### src/rtl/fetch_pipe_pkg.sv
// pipe_pkg: shared types and constants for the fetch stage.
//   fetch_state_e    : debug-halt FSM states
//   NOP_INST         : bubble instruction (addi x0,x0,0)
//   RESET_PC_DEFAULT : default fetch PC after reset
package pipe_pkg;

  typedef enum logic [1:0] {
    RUN,
    DRAIN,
    HALTED,
    STEP
  } fetch_state_e;

  localparam logic [31:0] NOP_INST         = 32'h0000_0013;
  localparam logic [31:0] RESET_PC_DEFAULT = 32'h0000_0000;

endpackage

### src/rtl/fetch_pipe_if.sv
// fetch_pipe_if: pipeline/debug signals of the fetch stage.
//   master : hazard unit, instruction memory and debugger side
//   slave  : fetch_pipe side (drives pc_f, pc_x, ir_x, halted)
interface fetch_pipe_if;

  logic        stall;
  logic        flush;
  logic [31:0] br_target;
  logic [31:0] inst_in;
  logic [31:0] pc_f;
  logic [31:0] pc_x;
  logic [31:0] ir_x;
  logic        halt_req;
  logic        resume_req;
  logic        step_req;
  logic        dbg_pc_we;
  logic [31:0] dbg_pc_wdata;
  logic        halted;

  modport master (
    output stall, flush, br_target, inst_in,
    output halt_req, resume_req, step_req, dbg_pc_we, dbg_pc_wdata,
    input  pc_f, pc_x, ir_x, halted
  );

  modport slave (
    input  stall, flush, br_target, inst_in,
    input  halt_req, resume_req, step_req, dbg_pc_we, dbg_pc_wdata,
    output pc_f, pc_x, ir_x, halted
  );

endinterface

### src/rtl/fetch_pipe_dbg_halt_fsm.sv
// dbg_halt_fsm: debugger halt/resume/single-step control for the fetch stage.
//   clk, rst_n      : clock, async active-low reset
//   stall_i/flush_i : hazard unit decisions
//   halt_req_i, resume_req_i, step_req_i, dbg_pc_we_i : debugger controls
//   hold_fetch_o    : fetch PC does not advance this cycle
//   insert_nop_o    : load a bubble into EX
//   take_flush_o    : redirect fetch to br_target and bubble EX
//   dbg_pc_wr_o     : debugger PC write accepted
//   halted_o        : registered halted flag
module dbg_halt_fsm
  import pipe_pkg::*;
(
  input  logic clk,
  input  logic rst_n,
  input  logic stall_i,
  input  logic flush_i,
  input  logic halt_req_i,
  input  logic resume_req_i,
  input  logic step_req_i,
  input  logic dbg_pc_we_i,
  output logic hold_fetch_o,
  output logic insert_nop_o,
  output logic take_flush_o,
  output logic dbg_pc_wr_o,
  output logic halted_o
);

  fetch_state_e state_q, state_d;
  logic         drain_after_step_q;
  logic         halted_q;
  logic         halt_accept;

  // Only the DRAIN that follows a single step has a real instruction in EX,
  // so only that one may redirect fetch.
  always_ff @(posedge clk or negedge rst_n) begin
    if (!rst_n) begin
      state_q            <= RUN;
      drain_after_step_q <= 1'b0;
      halted_q           <= 1'b0;
    end else begin
      state_q            <= state_d;
      drain_after_step_q <= (state_q == STEP);
      halted_q           <= (state_d == HALTED);
    end
  end

  always_comb begin
    halt_accept = halt_req_i && !stall_i;
    state_d     = state_q;
    unique case (state_q)
      RUN:     if (halt_accept) state_d = DRAIN;
      DRAIN:   state_d = HALTED;
      HALTED:  begin
        if (resume_req_i)    state_d = RUN;
        else if (step_req_i) state_d = STEP;
      end
      STEP:    state_d = DRAIN;
      default: state_d = RUN;
    endcase
  end

  always_comb begin
    hold_fetch_o = 1'b1;
    insert_nop_o = 1'b0;
    take_flush_o = 1'b0;
    dbg_pc_wr_o  = 1'b0;
    unique case (state_q)
      RUN: begin
        take_flush_o = flush_i;
        hold_fetch_o = flush_i || stall_i || halt_req_i;
        insert_nop_o = halt_req_i && !stall_i;
      end
      DRAIN: begin
        insert_nop_o = 1'b1;
        take_flush_o = flush_i && drain_after_step_q;
      end
      HALTED: begin
        insert_nop_o = 1'b1;
        dbg_pc_wr_o  = dbg_pc_we_i;
      end
      STEP:    hold_fetch_o = 1'b0;
      default: hold_fetch_o = 1'b1;
    endcase
  end

  assign halted_o = halted_q;

endmodule

### src/rtl/fetch_pipe.sv
// fetch_pipe: fetch PC plus IF->EX pipeline register with stall/flush and
// debugger halt/resume/single-step support.
//   clk, rst_n : clock, async active-low reset
//   bus        : fetch_pipe_if.slave (hazard, imem and debugger signals;
//                outputs pc_f, pc_x, ir_x, halted)
module fetch_pipe
  import pipe_pkg::*;
#(
  parameter logic [31:0] RESET_PC = RESET_PC_DEFAULT,
  parameter logic [31:0] NOP      = NOP_INST
) (
  input  logic         clk,
  input  logic         rst_n,
  fetch_pipe_if.slave  bus
);

  logic [31:0] pc_f_q, pc_f_d;
  logic [31:0] pc_x_q, pc_x_d;
  logic [31:0] ir_x_q, ir_x_d;
  logic        hold_fetch;
  logic        insert_nop;
  logic        take_flush;
  logic        dbg_pc_wr;
  logic        halted;

  dbg_halt_fsm u_fsm (
    .clk          (clk),
    .rst_n        (rst_n),
    .stall_i      (bus.stall),
    .flush_i      (bus.flush),
    .halt_req_i   (bus.halt_req),
    .resume_req_i (bus.resume_req),
    .step_req_i   (bus.step_req),
    .dbg_pc_we_i  (bus.dbg_pc_we),
    .hold_fetch_o (hold_fetch),
    .insert_nop_o (insert_nop),
    .take_flush_o (take_flush),
    .dbg_pc_wr_o  (dbg_pc_wr),
    .halted_o     (halted)
  );

  always_comb begin
    pc_f_d = pc_f_q;
    pc_x_d = pc_x_q;
    ir_x_d = ir_x_q;
    if (take_flush) begin
      pc_f_d = bus.br_target;
      ir_x_d = NOP;
      pc_x_d = '0;
    end else if (!hold_fetch) begin
      pc_f_d = pc_f_q + 32'd4;
      ir_x_d = bus.inst_in;
      pc_x_d = pc_f_q;
    end else if (insert_nop) begin
      ir_x_d = NOP;
    end
    // Debugger write lands in pc_f now so the next RUN/STEP fetch uses it.
    if (dbg_pc_wr) pc_f_d = bus.dbg_pc_wdata;
  end

  always_ff @(posedge clk or negedge rst_n) begin
    if (!rst_n) begin
      pc_f_q <= RESET_PC;
      pc_x_q <= '0;
      ir_x_q <= NOP;
    end else begin
      pc_f_q <= pc_f_d;
      pc_x_q <= pc_x_d;
      ir_x_q <= ir_x_d;
    end
  end

  assign bus.pc_f   = pc_f_q;
  assign bus.pc_x   = pc_x_q;
  assign bus.ir_x   = ir_x_q;
  assign bus.halted = halted;

endmodule

### src/flat_wrapper.sv
// flat-port wrapper written by rule: the top's interface ports become plain ports
module fetch_pipe_flat import pipe_pkg::*;
#(
  parameter logic [31:0] RESET_PC = RESET_PC_DEFAULT,
  parameter logic [31:0] NOP      = NOP_INST
)
  (clk, rst_n, bus_stall, bus_flush, bus_br_target, bus_inst_in, bus_halt_req, bus_resume_req, bus_step_req, bus_dbg_pc_we, bus_dbg_pc_wdata, bus_pc_f, bus_pc_x, bus_ir_x, bus_halted);
  fetch_pipe_if bus_i ();
  input  logic clk;
  input  logic rst_n;
  input wire logic [$bits(bus_i.stall)-1:0] bus_stall;
  input wire logic [$bits(bus_i.flush)-1:0] bus_flush;
  input wire logic [$bits(bus_i.br_target)-1:0] bus_br_target;
  input wire logic [$bits(bus_i.inst_in)-1:0] bus_inst_in;
  input wire logic [$bits(bus_i.halt_req)-1:0] bus_halt_req;
  input wire logic [$bits(bus_i.resume_req)-1:0] bus_resume_req;
  input wire logic [$bits(bus_i.step_req)-1:0] bus_step_req;
  input wire logic [$bits(bus_i.dbg_pc_we)-1:0] bus_dbg_pc_we;
  input wire logic [$bits(bus_i.dbg_pc_wdata)-1:0] bus_dbg_pc_wdata;
  output wire logic [$bits(bus_i.pc_f)-1:0] bus_pc_f;
  output wire logic [$bits(bus_i.pc_x)-1:0] bus_pc_x;
  output wire logic [$bits(bus_i.ir_x)-1:0] bus_ir_x;
  output wire logic [$bits(bus_i.halted)-1:0] bus_halted;
  assign bus_i.stall = bus_stall;
  assign bus_i.flush = bus_flush;
  assign bus_i.br_target = bus_br_target;
  assign bus_i.inst_in = bus_inst_in;
  assign bus_i.halt_req = bus_halt_req;
  assign bus_i.resume_req = bus_resume_req;
  assign bus_i.step_req = bus_step_req;
  assign bus_i.dbg_pc_we = bus_dbg_pc_we;
  assign bus_i.dbg_pc_wdata = bus_dbg_pc_wdata;
  assign bus_pc_f = bus_i.pc_f;
  assign bus_pc_x = bus_i.pc_x;
  assign bus_ir_x = bus_i.ir_x;
  assign bus_halted = bus_i.halted;
  fetch_pipe #(.RESET_PC(RESET_PC), .NOP(NOP)) u_core (.clk(clk), .rst_n(rst_n), .bus(bus_i));
endmodule
### config.mk
export PLATFORM = sky130hd
export DESIGN_NAME = fetch_pipe_flat
export DESIGN_NICKNAME = d
export VERILOG_FILES = /design/src/rtl/fetch_pipe_pkg.sv /design/src/rtl/fetch_pipe_if.sv /design/src/rtl/fetch_pipe_dbg_halt_fsm.sv /design/src/rtl/fetch_pipe.sv /design/src/flat_wrapper.sv
export SDC_FILE = /design/constraint.sdc
export NUM_CORES = 1
export LEC_CHECK = 0
export ABC_AREA = 1
export BUFFER_PORTS_ARGS = -buffer_cell sky130_fd_sc_hd__buf_2
export CAP_MARGIN = 20
export CELL_PAD_IN_SITES_DETAIL_PLACEMENT = 1
export CELL_PAD_IN_SITES_GLOBAL_PLACEMENT = 1
export CORE_MARGIN = 2
export CORE_UTILIZATION = 37
export CTS_CLUSTER_DIAMETER = 50
export DETAILED_ROUTE_END_ITERATION = 16
export HOLD_SLACK_MARGIN = 0.03
export MAX_ROUTING_LAYER = met4
export PLACE_DENSITY = 0.83
export SLEW_MARGIN = 10
export SYNTH_ARGS = -nofsm -noshare
export SYNTH_HDL_FRONTEND = slang
export SYNTH_SLANG_ARGS = --single-unit
### constraint.sdc
create_clock -name clk -period 4.7 [get_ports clk]
set_input_delay 0.94 -clock clk [delete_from_list [all_inputs] [get_ports clk]]
set_output_delay 0.94 -clock clk [all_outputs]
set_load 0.02 [all_outputs]
==> flow_metrics.tcl, run 1 <==
set metrics [dict create \
    grt_setup_unrepaired "no" \
    design_power_total_uw 4580 \
    ios 201 \
    die-area_sq_um 15400 \
    post_synth_mux_area_share 0 \
    cp_data_arrival_time_ns 3.41 \
    share_of_the_synthesized_area_in_compound_gates_ao_oa_aoi_oai 0.0854 \
    syn-cell-area_sq_um 5350 \
    finalInstanceArea_sq_um 6740 \
    cell_chain_of_the_critical_path "inv_1 > ha_1 > inv_1 > nor2_1 > nand2_1 > nand2_2 > inv_2 > nand2_2 > inv_2 > nand2_4 > inv_2 > nand2_1 > nand2_1" \
    htreeDepth 3 \
    grt_antenna_before_repair 0 \
    synth_top_area_share 0.454 \
    synth_top_flop_cell "sky130_fd_sc_hd__dfrtp_1" \
    cts_num_sinks 100 \
    postLayoutSetupSlackWorst_ns 1.59 \
    grt_start_max_net_pins 75 \
    grt_pass1_wl_um 30500 \
    syn2layout_area_growth_pct 26.1 \
    layout-drive-gt1-share 0.270 \
    min_period_over_period 0.662 \
    largest_family_of_logic_cells_by_synthesized_area "simple AND/OR/NAND/NOR gates" \
    design.final.nets 1021 \
    final_hold_viol_count 0 \
    fillerInstances 1862 \
    critPathMaxStageDelay_ns 0.50 \
    power_leakage_uw 0.00376 \
    irDropWorstVdd_mv 0.230 \
    setup.worst_path.end_class "flop" \
    dpl.hpwl_um 13400 \
    synth_fa_ha_area_frac 0.0140 \
    grt_use_total 0.252 \
    seq_area_frac_synth 0.469 \
    place_ws_ns 1.37 \
    start_kind "flop" \
    final.min_clock_period_ns 3.11 \
    synth.area.top_cells "sky130_fd_sc_hd__dfrtp_1 45%, sky130_fd_sc_hd__nand2_1 18%, sky130_fd_sc_hd__nand3_1 7.0%, sky130_fd_sc_hd__nor2_1 6.2%, sky130_fd_sc_hd__o21ai_0 3.5%" \
    syn_inst 727 \
    hold_path_class "flop to flop" \
    postSynthAreaPerCell_sq_um 7.36 \
    antenna_diode_instance_count 0 \
    vias_per_cell 5.16 \
    core.rowCount 43 \
    cts_hold_buffers 0 \
    worst_skew_pair.late_latency_ns 0.36 \
    finClkSkew_ns 0.00936 \
    mostFrequentLayoutCell "sky130_fd_sc_hd__nand2_1" \
    route.detailed.drc 0 \
    cts_resized 0 \
    postPlaceCellArea_sq_um 6450 \
    simple_gate_share_of_the_synthesized_area 0.352 \
    outcome "completed" \
    chipHeight_um 124 \
    cell_with_the_largest_stage_delay_on_the_worst_path "sky130_fd_sc_hd__inv_2" \
    port_buffers 200 \
    timing.max_slew.rel_slack 0.350 \
    clk_pin_slew_ns 0.08 \
    drtPass1Iterations 4 \
    start_util 0.382 \
    synthesis.yosys.warnings 0 \
    timing.critical_path.required_ns 5.00 \
    p_per_area_nw_per_um2 680 \
    detail-route-antenna-nets 0 \
    max_clock_freq_ghz 0.321 \
    critical_path_peak_fanout 42 \
    cts-root-buf "sky130_fd_sc_hd__clkbuf_16" \
    cts_post_setup_buffers_inserted 0 \
    setup_tns_ns 0 \
    routed_wire_length_per_instance_um 16.9 \
    yosysUniqueCellTypes 29 \
    synthXorXnorAreaFrac 0.0147 \
    synth_largest_area_cell "sky130_fd_sc_hd__dfrtp_1" \
    drv_cap 0 \
    worstSetupPathType "flop to flop" \
    synth-edff-count 0 \
    synth_async_sr_flop_share 1.00 \
    postLayoutCoreUtil 0.482 \
    first_iter_violations 293 \
    maximum_clock_path_buffer_count 2 \
    synth_fp_nets 837 \
    die_w_um 124 \
    totalWireLength_um 18500 \
    tightest_slew_ns 0.976 \
    layout_common_cells "263 x sky130_fd_sc_hd__nand2_1, 199 x sky130_fd_sc_hd__buf_2, 97 x sky130_fd_sc_hd__dfrtp_1" \
    postSynthRegisterBits 100 \
    fp.coreArea_sq_um 14000 \
    finalSetupViolations 0 \
    gpl.final_weighted_congestion 0.827 \
    cts_tree "built" \
    worst-r2r-setup-slack_ns 1.59 \
    grt_overflow_total 0 \
    cts_inserted_buffers 9 \
    finalMaxSlewViolations 0 \
    dr_total_vias 5652 \
    first_global_vias 5845 \
]
[critical path: cells and delay by family (launching register included)]
family | cells | cell delay, ns
adders and majority gates | 1 | 0.24
buffers and inverters | 5 | 1.37
DFF | 1 | 0.42
and+or+nand+nor | 7 | 1.01
[flip-flops by register name (all words and copies together) (netlist names)]
name,cells
u_core.bus.ir_x,32
u_core.bus.pc_f,32
u_core.bus.pc_x,32
u_core.u_fsm.state_q,2
u_core.u_fsm.drain_after_step_q,1
u_core.u_fsm.halted_o,1
[worst paths after layout]
check | from | to | cells after the start
worst max-delay path | u_core.u_fsm.state_q[0] | u_core.bus.ir_x[6] | 13
worst min-delay path | u_core.bus.ir_x[29] | u_core.bus.ir_x[29] | 2
worst max register to register | u_core.u_fsm.state_q[0] | u_core.bus.ir_x[6] | 13
worst min register to register | u_core.bus.ir_x[29] | u_core.bus.ir_x[29] | 2
max in group asynchronous | rst_n | u_core.u_fsm.halted_o | 2
min in group asynchronous | rst_n | u_core.bus.ir_x[18] | 1
[area by class of cell]
type / count / area (sq um) / share of cell area
flip-flops and latches: 100 / 2510 / 0.372
multi-input cells: 545 / 2490 / 0.370
repair buffers: 204 / 1030 / 0.153
clock buffers: 9 / 225 / 0.0334
well taps: 180 / 225 / 0.0334
inverters: 51 / 191 / 0.0284
clock inverters: 7 / 68.8 / 0.0102
[cell usage after synthesis, types with 6 or more instances]
| cell | n |
|---|---|
| sky130_fd_sc_hd__a21oi_1 | 8 |
| sky130_fd_sc_hd__nor2_2 | 7 |
| sky130_fd_sc_hd__ha_1 | 6 |
| sky130_fd_sc_hd__buf_2 | 13 |
| sky130_fd_sc_hd__o21ai_0 | 37 |
| sky130_fd_sc_hd__clkbuf_1 | 13 |
| sky130_fd_sc_hd__inv_1 | 45 |
| sky130_fd_sc_hd__nand4_1 | 7 |
| sky130_fd_sc_hd__nor2_1 | 88 |
| sky130_fd_sc_hd__dfrtp_1 | 97 |
| sky130_fd_sc_hd__nand2_1 | 263 |
| sky130_fd_sc_hd__nand2_2 | 7 |
| sky130_fd_sc_hd__a22oi_1 | 12 |
| sky130_fd_sc_hd__o211ai_1 | 10 |
| sky130_fd_sc_hd__inv_2 | 6 |
| sky130_fd_sc_hd__nand3_1 | 75 |
[per-layer routing]
| layer | vias to the layer above | wire, um | GRT usage |
|---|---|---|---|
| li1 | 2685 | - | - |
| met1 | 2759 | 8280 | 0.328 |
| met2 | 187 | 9010 | 0.410 |
| met3 | 21 | 912 | 0.0374 |
| met4 | 0 | 332 | 0.0753 |
| met5 | - | 0 | - |
[power by group]
| group | internal (uW) | switching, uW | total (uW) |
|---|---|---|---|
| sequential | 1210 | 336 | 1540 |
| clock | 373 | 368 | 741 |
| combinational | 697 | 1600 | 2300 |
| total | 2280 | 2300 | 4580 |
[per-stage QoR]
stage / hold slack, ns / instances
3_3_place_gp: 0.450 / 1080
6_report: 0.471 / 1096
2_1_floorplan: 0.566 / 727
4_1_cts: 0.474 / 1096
5_1_grt: 0.498 / 1096
3_5_place_dp: 0.454 / 1080
[cells by family after synthesis]
logic type	after synthesis
AOI/OAI and AO/OA	77
xor gates and xnor gates	9
adders and majority gates	6
buffers and inverters	82
DFF	100
and+or+nand+nor	453
Power figures use the tool's default switching activity.
==> run 2: changes to the inputs <==
- CORE_UTILIZATION: 37 -> 35
- PLACE_DENSITY: 0.83 -> 0.79
- clock period: 4.7 -> 2.9 ns (I/O delays scaled with it)
==> run 2 against run 1 <==
Compared with the run above: via count decreased by 1.2%; clock skew decreased by 0.0025 ns; die area increased by 5.5%; final cell count increased by 1.2%; sequential power increased by 63%; global-route usage decreased by 0.46 points; non-clock buffer count increased by 5; sequential share of layout area decreased by 0.62 points; routed wire length increased by 2.8%; critical path type unchanged; largest cell class unchanged; largest power group unchanged; highest routed layer unchanged.
==> flow_metrics.tcl, run 2 (synthesis gave the netlist of run 1 again) <==
set metrics [dict create \
    outcome "completed" \
    worst_skew_pair.late_latency_ns 0.35 \
    route.detailed.drc 0 \
    antenna_diode_instance_count 0 \
    finClkSkew_ns 0.00687 \
    clk_pin_slew_ns 0.07 \
    die_w_um 128 \
    place_ws_ns 0.595 \
    port_buffers 200 \
    cts_inserted_buffers 9 \
    drtPass1Iterations 4 \
    cts-root-buf "sky130_fd_sc_hd__clkbuf_16" \
    cell_chain_of_the_critical_path "inv_1 > ha_1 > inv_1 > nor2_1 > nand2_1 > nand2_2 > inv_2 > nand2_2 > inv_2 > nand2_4 > inv_2 > nand2_1 > nand2_1" \
    vias_per_cell 5.03 \
    grt_use_total 0.248 \
    finalMaxSlewViolations 0 \
    grt_setup_unrepaired "no" \
    grt_pass1_wl_um 30700 \
    dr_total_vias 5582 \
    hold_path_class "primary input to asynchronous set/reset pin" \
    first_global_vias 6016 \
    place_inst 1093 \
    max_clock_freq_ghz 0.438 \
    grt_antenna_before_repair 0 \
    irDropWorstVdd_mv 0.411 \
    layout-drive-gt1-share 0.274 \
    chipHeight_um 128 \
    grt_start_max_net_pins 70 \
    design_power_total_uw 7730 \
    maximum_clock_path_buffer_count 2 \
    start_util 0.354 \
    critPathMaxStageDelay_ns 0.41 \
    cts_post_setup_buffers_inserted 0 \
    timing.max_slew.rel_slack 0.536 \
    critical_path_buf_inv_count 5 \
    critical_path_peak_fanout 29 \
    drv_cap 0 \
    routed_wire_length_per_instance_um 17.2 \
    cts_resized 0 \
    cp_data_arrival_time_ns 2.57 \
    die-area_sq_um 16300 \
    tightest_slew_ns 0.696 \
    mostFrequentLayoutCell "sky130_fd_sc_hd__nand2_1" \
    dpl.hpwl_um 14100 \
    cts_num_sinks 100 \
    design.final.nets 1026 \
    worstSetupPathType "flop to flop" \
    setup.worst_path.end_class "flop" \
    ios 201 \
    htreeDepth 3 \
    final_hold_viol_count 0 \
    timing.critical_path.required_ns 3.19 \
    cell_with_the_largest_stage_delay_on_the_worst_path "sky130_fd_sc_hd__dfrtp_1" \
    final.min_clock_period_ns 2.28 \
    syn2layout_area_growth_pct 28.2 \
    crit_family "buffers and inverters" \
    gpl.final_weighted_congestion 0.826 \
    min_period_over_period 0.788 \
    stdcell_count 1109 \
    detail-route-antenna-nets 0 \
    grt_overflow_total 0 \
    cts_tree "built" \
    start_kind "flop" \
    finalSetupViolations 0 \
    p_per_area_nw_per_um2 1130 \
    totalWireLength_um 19100 \
    fp.coreArea_sq_um 15100 \
    first_iter_violations 223 \
    postLayoutSetupSlackWorst_ns 0.615 \
    layout_common_cells "263 x sky130_fd_sc_hd__nand2_1, 199 x sky130_fd_sc_hd__buf_2, 97 x sky130_fd_sc_hd__dfrtp_1" \
    setup_tns_ns 0 \
    power_leakage_uw 0.00381 \
    cts_hold_buffers 0 \
    core.rowCount 45 \
]
==> run 2: cell count changes in the layout (fill, tap and decap cells not counted), moves of 2 or more <==
cell / before / now
sky130_fd_sc_hd__buf_4: 5 / 9
sky130_fd_sc_hd__bufinv_16: 0 / 3
sky130_fd_sc_hd__clkinv_4: 3 / 0
sky130_fd_sc_hd__inv_6: 3 / 1
==> run 2: cell type report <==
class / count / area, sq um
Clock buffer: 9 / 225
Clock inverter: 7 / 123
Fill cell: 1997 / 8230
Inverter: 51 / 191
Multi-Input combinational cell: 545 / 2490
Sequential cell: 100 / 2510
Tap cell: 188 / 235
Timing Repair Buffer: 209 / 1080
==> run 2: path summary, 6_finish.rpt <==
kind	from	endpoint	slack (ns)	depth (start not counted)
min in group clk	bus_dbg_pc_wdata[1]	u_core.bus.pc_f[1]	0.44	3
worst max register to register	u_core.u_fsm.state_q[0]	u_core.bus.ir_x[20]	0.62	13
worst min register to register	u_core.bus.ir_x[21]	u_core.bus.ir_x[21]	0.47	2
max in group asynchronous	rst_n	u_core.bus.pc_f[31]	2.01	2
worst min-delay path	rst_n	u_core.bus.ir_x[11]	0.16	1
worst max-delay path	u_core.u_fsm.state_q[0]	u_core.bus.ir_x[20]	0.62	13
==> run 2: layer usage <==
layer | vias up | share of wire | GRT usage
li1 | 2700 | - | -
met1 | 2688 | 0.44 | 0.297
met2 | 168 | 0.49 | 0.428
met3 | 26 | 0.049 | 0.0356
met4 | 0 | 0.019 | 0.0827
met5 | - | 0 | -
==> run 2: metrics by stage <==
stage	cell area, sq um	util	hold WS [ns]
2_1_floorplan	5350	-	0.284
3_3_place_gp	6510	0.431	0.449
3_5_place_dp	6510	0.431	0.455
4_1_cts	6860	0.454	0.164
5_1_grt	6860	0.454	0.177
6_report	6860	0.454	0.158
==> run 2: report_power, final <==
| part | internal (uW) | switching, uW |
|---|---|---|
| registers | 1960 | 549 |
| clock network | 852 | 585 |
| logic | 1160 | 2630 |
| total | 3970 | 3760 |
==> run 3: changes to the inputs <==
- clock period: 2.9 -> 2.2 ns (I/O delays scaled with it)
==> run 3 against run 2 <==
Compared with the run above: clock-buffer cell count up 2; routed wire length down 0.40%; sequential share of layout area down 0.32 points; largest cell class unchanged.
==> flow_metrics.tcl, run 3 (synthesis gave the netlist of run 1 again) <==
set metrics [dict create \
    worstSetupPathType "flop to flop" \
    power_leakage_uw 0.00384 \
    place_inst 1101 \
    finalSetupViolations 0 \
    grt_start_max_net_pins 51 \
    layout_common_cells "263 x sky130_fd_sc_hd__nand2_1, 199 x sky130_fd_sc_hd__buf_2, 97 x sky130_fd_sc_hd__dfrtp_1" \
    setup_tns_ns 0 \
    setup.worst_path.end_class "flop" \
    cts_post_setup_buffers_inserted 0 \
    crit_family "buffers and inverters" \
    critical_path_buf_inv_count 3 \
    route.detailed.drc 0 \
    number_of_cells_on_the_worst_reg_to_reg_path 10 \
    layout-drive-gt1-share 0.278 \
    routed_wire_length_per_instance_um 17.0 \
    port_buffers 200 \
    cell_with_the_largest_stage_delay_on_the_worst_path "sky130_fd_sc_hd__dfrtp_1" \
    dr_wl_met2_um 9220 \
    dr_total_vias 5559 \
    irDropWorstVdd_mv 0.622 \
    cts_num_sinks 100 \
    timing.critical_path.required_ns 2.47 \
    place_ws_ns 0.142 \
    vias_per_cell 4.97 \
    worst_skew_pair.late_latency_ns 0.35 \
    cts_tree "built" \
    grt_setup_unrepaired "no" \
    totalWireLength_um 19000 \
    sequential_cell_area_sq_um 2510 \
    stdcell_count 1119 \
    hold_path_class "primary input to flop" \
    detail-route-antenna-nets 0 \
    postLayoutSetupSlackWorst_ns 0.183 \
    crit_end "u_core.bus.pc_f[2]" \
    grt_antenna_before_repair 0 \
    critPathMaxStageDelay_ns 0.43 \
    die-area_sq_um 16300 \
    wl_met1_um 8350 \
    core.rowCount 45 \
    crit_path_start "u_core.u_fsm.state_q[1]" \
    design_power_total_uw 10100 \
    ios 201 \
    finClkSkew_ns 0.00771 \
    grt_use_total 0.246 \
    timing.max_slew.rel_slack 0.707 \
    cell_chain_of_the_critical_path "inv_1 > ha_1 > nand3_1 > nand2_2 > inv_2 > buf_4 > nor2_1 > o21ai_0 > o211ai_1 > o21ai_0" \
    r2r_end "u_core.bus.pc_f[2]" \
    cts_inserted_buffers 9 \
    drtPass1Iterations 4 \
    finalMaxSlewViolations 0 \
    clk_pin_slew_ns 0.07 \
    start_util 0.354 \
    drv_cap 0 \
    critical_path_peak_fanout 27 \
    postLayoutCoreUtil 0.458 \
    timing.critical_path.mode_cell "sky130_fd_sc_hd__o21ai_0" \
    footprint_of_the_multi_input_gates_sq_um 2490 \
    cts-root-buf "sky130_fd_sc_hd__clkbuf_16" \
    fp.coreArea_sq_um 15100 \
    max_clock_freq_ghz 0.496 \
    dpl.hpwl_um 14400 \
    gpl.final_weighted_congestion 0.859 \
    grt_overflow_total 0 \
    worst-r2r-setup-slack_ns 0.18 \
    die_w_um 128 \
    cp.depth 10 \
    first_iter_violations 267 \
    maximum_clock_path_buffer_count 2 \
    total_length_of_routed_met3_wires_um 1120 \
    mostFrequentLayoutCell "sky130_fd_sc_hd__nand2_1" \
    fillerInstances 1955 \
    syn2layout_area_growth_pct 29.3 \
    dr_top_layer "met4" \
    final_hold_viol_count 0 \
    min_period_over_period 0.917 \
    tightest_slew_ns 0.440 \
    start_kind "flop" \
    cp_data_arrival_time_ns 2.28 \
    design.final.nets 1035 \
    final.min_clock_period_ns 2.02 \
    chipHeight_um 128 \
    grt_pass1_wl_um 30300 \
    worstReg2RegStart "u_core.u_fsm.state_q[1]" \
    htreeDepth 3 \
    outcome "completed" \
    first_global_vias 5665 \
    p_per_area_nw_per_um2 1460 \
]
==> run 3: worst register-to-register path, cell delays in order (launching register included) <==
cell and delay, ns:
sky130_fd_sc_hd__dfrtp_1 0.43, sky130_fd_sc_hd__inv_1 0.12, sky130_fd_sc_hd__ha_1 0.22, sky130_fd_sc_hd__nand3_1 0.09, sky130_fd_sc_hd__nand2_2 0.17, sky130_fd_sc_hd__inv_2 0.15, sky130_fd_sc_hd__buf_4 0.33, sky130_fd_sc_hd__nor2_1 0.08
sky130_fd_sc_hd__o21ai_0 0.17, sky130_fd_sc_hd__o211ai_1 0.11, sky130_fd_sc_hd__o21ai_0 0.08
==> run 3: worst min-delay path by stage <==
stage | from | endpoint | slack [ns] | depth (start not counted)
finish | bus_dbg_pc_wdata[1] | u_core.bus.pc_f[1] | 0.31 | 3
global route | bus_dbg_pc_wdata[6] | u_core.bus.pc_f[6] | 0.31 | 3
CTS | bus_dbg_pc_wdata[1] | u_core.bus.pc_f[1] | 0.29 | 3
detailed placement | rst_n | u_core.bus.ir_x[13] | 0.41 | 1
global placement | rst_n | u_core.bus.ir_x[13] | 0.41 | 1
floorplan | rst_n | u_core.bus.ir_x[10] | 0.14 | 0
==> run 3: per-stage QoR <==
stage,hold slack [ns],instance area [sq um]
6_report,0.306,6920
5_1_grt,0.312,6910
4_1_cts,0.295,6910
3_5_place_dp,0.412,6590
3_3_place_gp,0.407,6590
2_1_floorplan,0.144,5350
==> run 3: what timing repair did <==
item,CTS,global route
endpoints found under the setup margin,0,20
hold buffers,1,0
gates resized for setup,0,3
endpoints found under the hold margin,2,0
==> run 3: cell type report <==
class                           instances  share of cell area
Antenna cell                            1            0.000362
Inverter                               51              0.0280
Sequential cell                       100               0.362
Timing Repair Buffer                  218               0.171
Clock buffer                           11              0.0351
Clock inverter                          5             0.00887
Multi-Input combinational cell        545               0.360
Tap cell                              188              0.0340
==> run 3: layer usage <==
layer	global-route usage	vias to the layer above
met2	0.406	172
met3	0.0377	19
li1	-	2719
met5	-	-
met1	0.315	2649
met4	0.0718	0
==> run 3: power breakdown <==
| part | leakage, uW | internal (uW) | switching [uW] | total, uW |
|---|---|---|---|---|
| Clock | 0.000150 | 920 | 740 | 1660 |
| Sequential | 0.00132 | 2580 | 719 | 3300 |
| Combinational | 0.00238 | 1670 | 3470 | 5140 |
